File: config.mk
export PLATFORM = sky130hd
export DESIGN_NAME = multicycle_controller
export DESIGN_NICKNAME = d
export VERILOG_FILES = /design/src/rtl/multicycle_controller.sv
export SDC_FILE = /design/constraint.sdc
export NUM_CORES = 1
export LEC_CHECK = 0
export ABC_CLOCK_PERIOD_IN_PS = 2020
export CORE_MARGIN = 2
export CORE_UTILIZATION = 40
export CTS_CLUSTER_SIZE = 14
export DETAILED_ROUTE_END_ITERATION = 12
export PLACE_DENSITY = 0.8
export SYNTH_ARGS = -nofsm -noshare
export SYNTH_HDL_FRONTEND = slang
export SYNTH_SLANG_ARGS = --single-unit
File: constraint.sdc
create_clock -name clk -period 2.02 [get_ports clk]
set_input_delay 0.404 -clock clk [delete_from_list [all_inputs] [get_ports clk]]
set_output_delay 0.404 -clock clk [all_outputs]
set_load 0.01 [all_outputs]
File: src/rtl/multicycle_controller.sv
// ---------------------------------------------------------------------------
// multicycle_controller
//
// Moore-style control FSM for a multicycle RV32I-subset datapath. One ALU and
// one memory are shared, so each instruction is spread over 3-5 cycles. A
// request/ready handshake can stretch any memory cycle.
//
// Ports:
//   clk           rising-edge clock
//   reset         synchronous, active-high; forces FETCH
//   op            instruction[6:0] from IR
//   Zero          ALU zero flag (used in BEQ)
//   mem_ready     memory completes current access this cycle
//   mem_req       memory access requested (pure function of state)
//   MemWrite      store strobe, only together with mem_req
//   AdrSrc        memory address select: 0 PC, 1 ALUOut
//   IRWrite       latch instruction and OldPC
//   PCWrite       PC register enable
//   RegWrite      register file write enable
//   ResultSrc     00 ALUOut, 01 Data, 10 ALUResult
//   ALUSrcA       00 PC, 01 OldPC, 10 rs1, 11 zero
//   ALUSrcB       00 rs2, 01 ImmExt, 10 constant 4
//   ALUOp         00 add, 01 sub/branch, 10 funct-decoded
//   ImmSrc        000 I, 001 S, 010 B, 011 J, 100 U (decoded from op only)
//   illegal_op    high while the FSM sits in TRAP
//   instr_retired one-cycle pulse when an instruction completes
// ---------------------------------------------------------------------------
module multicycle_controller #(
  parameter logic [3:0] RESET_STATE = 4'd0
) (
  input  logic       clk,
  input  logic       reset,
  input  logic [6:0] op,
  input  logic       Zero,
  input  logic       mem_ready,
  output logic       mem_req,
  output logic       MemWrite,
  output logic       AdrSrc,
  output logic       IRWrite,
  output logic       PCWrite,
  output logic       RegWrite,
  output logic [1:0] ResultSrc,
  output logic [1:0] ALUSrcA,
  output logic [1:0] ALUSrcB,
  output logic [1:0] ALUOp,
  output logic [2:0] ImmSrc,
  output logic       illegal_op,
  output logic       instr_retired
);

  localparam logic [3:0] S_FETCH    = 4'd0;
  localparam logic [3:0] S_DECODE   = 4'd1;
  localparam logic [3:0] S_MEMADR   = 4'd2;
  localparam logic [3:0] S_MEMREAD  = 4'd3;
  localparam logic [3:0] S_MEMWB    = 4'd4;
  localparam logic [3:0] S_MEMWRITE = 4'd5;
  localparam logic [3:0] S_EXECR    = 4'd6;
  localparam logic [3:0] S_EXECI    = 4'd7;
  localparam logic [3:0] S_ALUWB    = 4'd8;
  localparam logic [3:0] S_BEQ      = 4'd9;
  localparam logic [3:0] S_JAL      = 4'd10;
  localparam logic [3:0] S_LUI      = 4'd11;
  localparam logic [3:0] S_AUIPC    = 4'd12;
  localparam logic [3:0] S_TRAP     = 4'd13;

  localparam logic [6:0] OP_LOAD  = 7'b0000011;
  localparam logic [6:0] OP_STORE = 7'b0100011;
  localparam logic [6:0] OP_RTYPE = 7'b0110011;
  localparam logic [6:0] OP_ITYPE = 7'b0010011;
  localparam logic [6:0] OP_BEQ   = 7'b1100011;
  localparam logic [6:0] OP_JAL   = 7'b1101111;
  localparam logic [6:0] OP_LUI   = 7'b0110111;
  localparam logic [6:0] OP_AUIPC = 7'b0010111;

  logic [3:0] state_reg;
  logic [3:0] state_next;

  // State register. Reset wins over any pending memory access.
  always_ff @(posedge clk) begin
    if (reset) begin
      state_reg <= RESET_STATE;
    end else begin
      state_reg <= state_next;
    end
  end

  // Next-state logic. Unused codes 14/15 fall through to FETCH.
  always_comb begin
    state_next = S_FETCH;
    case (state_reg)
      S_FETCH:    state_next = mem_ready ? S_DECODE : S_FETCH;
      S_DECODE: begin
        case (op)
          OP_LOAD, OP_STORE: state_next = S_MEMADR;
          OP_RTYPE:          state_next = S_EXECR;
          OP_ITYPE:          state_next = S_EXECI;
          OP_BEQ:            state_next = S_BEQ;
          OP_JAL:            state_next = S_JAL;
          OP_LUI:            state_next = S_LUI;
          OP_AUIPC:          state_next = S_AUIPC;
          default:           state_next = S_TRAP;
        endcase
      end
      // op[5] separates stores (0100011) from loads (0000011).
      S_MEMADR:   state_next = op[5] ? S_MEMWRITE : S_MEMREAD;
      S_MEMREAD:  state_next = mem_ready ? S_MEMWB : S_MEMREAD;
      S_MEMWB:    state_next = S_FETCH;
      S_MEMWRITE: state_next = mem_ready ? S_FETCH : S_MEMWRITE;
      S_EXECR:    state_next = S_ALUWB;
      S_EXECI:    state_next = S_ALUWB;
      S_ALUWB:    state_next = S_FETCH;
      S_BEQ:      state_next = S_FETCH;
      S_JAL:      state_next = S_ALUWB;
      S_LUI:      state_next = S_ALUWB;
      S_AUIPC:    state_next = S_ALUWB;
      S_TRAP:     state_next = S_TRAP;
      default:    state_next = S_FETCH;
    endcase
  end

  // Output logic. Apart from the handshake-qualified enables in FETCH and
  // MEMWRITE and the branch decision in BEQ, outputs depend on state only.
  always_comb begin
    mem_req       = 1'b0;
    MemWrite      = 1'b0;
    AdrSrc        = 1'b0;
    IRWrite       = 1'b0;
    PCWrite       = 1'b0;
    RegWrite      = 1'b0;
    ResultSrc     = 2'b00;
    ALUSrcA       = 2'b00;
    ALUSrcB       = 2'b00;
    ALUOp         = 2'b00;
    illegal_op    = 1'b0;
    instr_retired = 1'b0;
    case (state_reg)
      S_FETCH: begin
        // PC+4 is computed on the ALU and written straight from ALUResult.
        mem_req   = 1'b1;
        ALUSrcB   = 2'b10;
        ResultSrc = 2'b10;
        IRWrite   = mem_ready;
        PCWrite   = mem_ready;
      end
      S_DECODE: begin
        // Speculatively compute OldPC+imm as branch/jump target.
        ALUSrcA = 2'b01;
        ALUSrcB = 2'b01;
      end
      S_MEMADR: begin
        ALUSrcA = 2'b10;
        ALUSrcB = 2'b01;
      end
      S_MEMREAD: begin
        mem_req = 1'b1;
        AdrSrc  = 1'b1;
      end
      S_MEMWB: begin
        ResultSrc     = 2'b01;
        RegWrite      = 1'b1;
        instr_retired = 1'b1;
      end
      S_MEMWRITE: begin
        mem_req       = 1'b1;
        AdrSrc        = 1'b1;
        MemWrite      = 1'b1;
        instr_retired = mem_ready;
      end
      S_EXECR: begin
        ALUSrcA = 2'b10;
        ALUSrcB = 2'b00;
        ALUOp   = 2'b10;
      end
      S_EXECI: begin
        ALUSrcA = 2'b10;
        ALUSrcB = 2'b01;
        ALUOp   = 2'b10;
      end
      S_LUI: begin
        ALUSrcA = 2'b11;
        ALUSrcB = 2'b01;
      end
      S_AUIPC: begin
        ALUSrcA = 2'b01;
        ALUSrcB = 2'b01;
      end
      S_ALUWB: begin
        ResultSrc     = 2'b00;
        RegWrite      = 1'b1;
        instr_retired = 1'b1;
      end
      S_BEQ: begin
        // Target already sits in ALUOut from DECODE; subtract sets Zero.
        ALUSrcA       = 2'b10;
        ALUSrcB       = 2'b00;
        ALUOp         = 2'b01;
        ResultSrc     = 2'b00;
        PCWrite       = Zero;
        instr_retired = 1'b1;
      end
      S_JAL: begin
        // PC <- target from ALUOut; ALU meanwhile forms OldPC+4 for rd.
        ALUSrcA   = 2'b01;
        ALUSrcB   = 2'b10;
        ResultSrc = 2'b00;
        PCWrite   = 1'b1;
      end
      S_TRAP: begin
        illegal_op = 1'b1;
      end
      default: begin
      end
    endcase
  end

  // Immediate format select, decoded from the opcode alone.
  always_comb begin
    ImmSrc = 3'b000;
    case (op)
      OP_STORE:          ImmSrc = 3'b001;
      OP_BEQ:            ImmSrc = 3'b010;
      OP_JAL:            ImmSrc = 3'b011;
      OP_LUI, OP_AUIPC:  ImmSrc = 3'b100;
      default:           ImmSrc = 3'b000;
    endcase
  end

endmodule

==> impl_results.md <==
* Pin count of the biggest net entering global routing at 11
* R2r endpoint: state_reg[0]$_SDFF_PP0_
* Drt via density at 5.59
* DRT iter0 DRCs at 20
* Synthesized flop and latch total at 4
* Buffers on Ports at 29
* Worst path required time at 1.62 ns
* Worst EP arrival at 1.60 ns
* Fmax achieved at 498 MHz
* Final worst-path cycle share at 0.993
* GP Congestion at 0.793
* Num rows at 14
* Post-route DRC violation count at 0
* Hold_sp: state_reg[1]$_SDFF_PP0_
* Die Ht at 43.1 um
* Hold Path Class: reg2reg
* Peak VDD IR at 0.000365 V
* # hold bufs at CTS at 0
* Commonest non-fill, non-tap cell in the layout: buf_4
* Mapped cell area at 611 sq um
* Number of global-route vias before repair at 841
* Ant. Diodes at 0
* DR pass1 iterations at 4
* Final nets at 155
* P_leak at 0.587 nW
* TritonCTS Buffers at 3
* H-tree depth at 1
* Flop-to-flop setup slack at 0.57 ns
* Synthesis Warnings at 0
* Max FFs per register at 4
* Share of layout cells above drive strength 1 at 0.352
* DR vias at 883
* Overall Power at 803 uW
* Worst Setup SP: state_reg[1]$_SDFF_PP0_
* Clock Skew at 0.00790 ns
* Clk buf depth at 2
* Mapped Avg Cell Area at 6.57 sq um
* Clk slew on worst S/H paths at 0.04 ns
* Critical R2R Launch: state_reg[1]$_SDFF_PP0_
* Post-Layout Cell Count at 158
* Syn nets at 104
* Type of origin of the critical path: flop
* Period minus WS final at 2.01 ns
* I/O pin cnt at 30
* Post-DRT Antenna Nets at 0
* Hold-critical path depth at 1
* Min Hold Slack at 0.526 ns
* DP HPWL at 1.50 mm
* Slew headroom at 0.761
* Placed cells at 154
* WS Path Type: reg2out
* Core footprint at 1470 sq um
* Residual overflow from global routing at 0
* All-Layer GR Usage at 0.237
* Clock sink count at 4
* Starting Density at 0.415
* Cell variety after synth at 37
* Most frequent cells in the layout: buf_4, dlygate4sd2_1, nand2_1
* Worst-Skew Late Latency at 0.24 ns
* Worst-Margin Slew at 0.356 ns
* Final instance area at 1150 sq um
* Seq/Total Area, Yosys at 0.131
* First-pass GRT wire length at 3.36 mm
* Worst setup EP type: output pin
* Final Hold Fails at 0
* CTS tree: built
* Final WL at 2.09 mm
* DR WL/cell at 13.2 um
* Max-slew violation count at 0
* Post-Route Utilization at 0.779
* Final Setup Violations at 0
* Fill count at 112
* Root Buffer: clkbuf_4
* Maxcap violations at 0
* Die W at 43.1 um
* Placed cell area at 1050 sq um
* Area delta synth->final at 87.7%
* Cells after Synth at 93
* CP Max Fanout at 9
* DIE AREA at 1860 sq um
* Status: finished clean
* Hold endpoint: state_reg[3]$_SDFF_PP0_
* R2R cell count at 5
* Pwr per Cell Area at 701 nW/um^2
* Initial antenna violation count at 0
-- how the worst max path moves through the flow --
stage                          end  slack, ns  cells past startpoint
final                     ALUOp[0]       0.01                      4
after global routing      ALUOp[0]      -0.01                      4
after CTS                  PCWrite     -0.001                      6
after detailed placement   PCWrite      -0.41                      6
after global placement     PCWrite      -0.41                      6
after floorplan            IRWrite       0.32                      3
-- cell usage after synthesis (all sizes together) --
| cell | count | share of area |
|---|---|---|
| o211ai | 2 | 0.025 |
| nor2 | 11 | 0.068 |
| nor4 | 2 | 0.020 |
| o221ai | 1 | 0.014 |
| nand2 | 11 | 0.068 |
| clkbuf | 1 | 0.0061 |
| a221oi | 1 | 0.025 |
| or3b | 2 | 0.029 |
| a31oi | 3 | 0.031 |
| nand2b | 2 | 0.033 |
| or2 | 1 | 0.010 |
| buf | 6 | 0.064 |
| nand3 | 5 | 0.041 |
| o21bai | 1 | 0.012 |
| nor3b | 1 | 0.012 |
| nor3 | 4 | 0.033 |
| and3 | 2 | 0.020 |
| o2111ai | 1 | 0.014 |
| o21ai | 3 | 0.025 |
| inv | 3 | 0.018 |
| a211o | 1 | 0.014 |
| xnor2 | 3 | 0.043 |
| a21oi | 8 | 0.066 |
| o21a | 1 | 0.012 |
| dfxtp | 4 | 0.13 |
| nor4bb | 1 | 0.016 |
| a21o | 3 | 0.037 |
| or3 | 1 | 0.010 |
| nor2b | 3 | 0.043 |
| nand4b | 1 | 0.014 |
| a21boi | 2 | 0.025 |
| and2 | 2 | 0.020 |
-- stage by stage --
stage / worst slack (ns) / TNS (ns)
after floorplan: 0.316 / 0
after global placement: -0.407 / -1.50
after detailed placement: -0.412 / -1.58
after CTS: -0.00127 / -0.00127
after global routing: -0.0147 / -0.0147
final: 0.0134 / 0
-- final cells by class --
cell class | count | area (sq um) | share of cell area
clock buffers | 3 | 22.5 | 0.0197
inverters | 3 | 11.3 | 0.00983
multi-input cells | 79 | 543 | 0.474
flip-flops and latches | 4 | 95.1 | 0.0830
well taps | 16 | 20.0 | 0.0175
repair buffers | 53 | 454 | 0.396
-- layer usage --
layer,global-route usage,vias to the layer above,share of wire
met1,0.239,407,0.39
li1,-,435,-
met4,0.0909,0,0.020
met3,0.0255,5,0.056
met5,0,-,0
met2,0.479,36,0.53
-- worst max-delay path, cell delays in order, from the launching register on --
cell	delay, ns
dfxtp_4	0.38
buf_4	0.15
nand2b_4	0.16
nor2_1	0.13
clkdlybuf4s50_1	0.55
-- what timing repair did --
item,CTS,global route
endpoints found under the setup margin,19,8
endpoints found under the hold margin,0,0
pin swaps,1,2
resized for setup,41,14
gates cloned,0,0
setup buffers,1,0
-- kinds of logic (layout without fill, tap and decap cells) --
| group | after synthesis | count (layout) | synth area share |
|---|---|---|---|
| simple gates | 49 | 49 | 0.439 |
| compound gates | 27 | 27 | 0.299 |
| buf+inv | 10 | 59 | 0.0881 |
| flops | 4 | 4 | 0.131 |
| xor+xnor | 3 | 3 | 0.0430 |
-- power by group --
group	internal [mW]	switching (mW)	total, mW
Sequential	0.0998	0.0362	0.136
Combinational	0.288	0.276	0.564
Clock	0.0667	0.0364	0.103
Power figures use the tool's default switching activity.
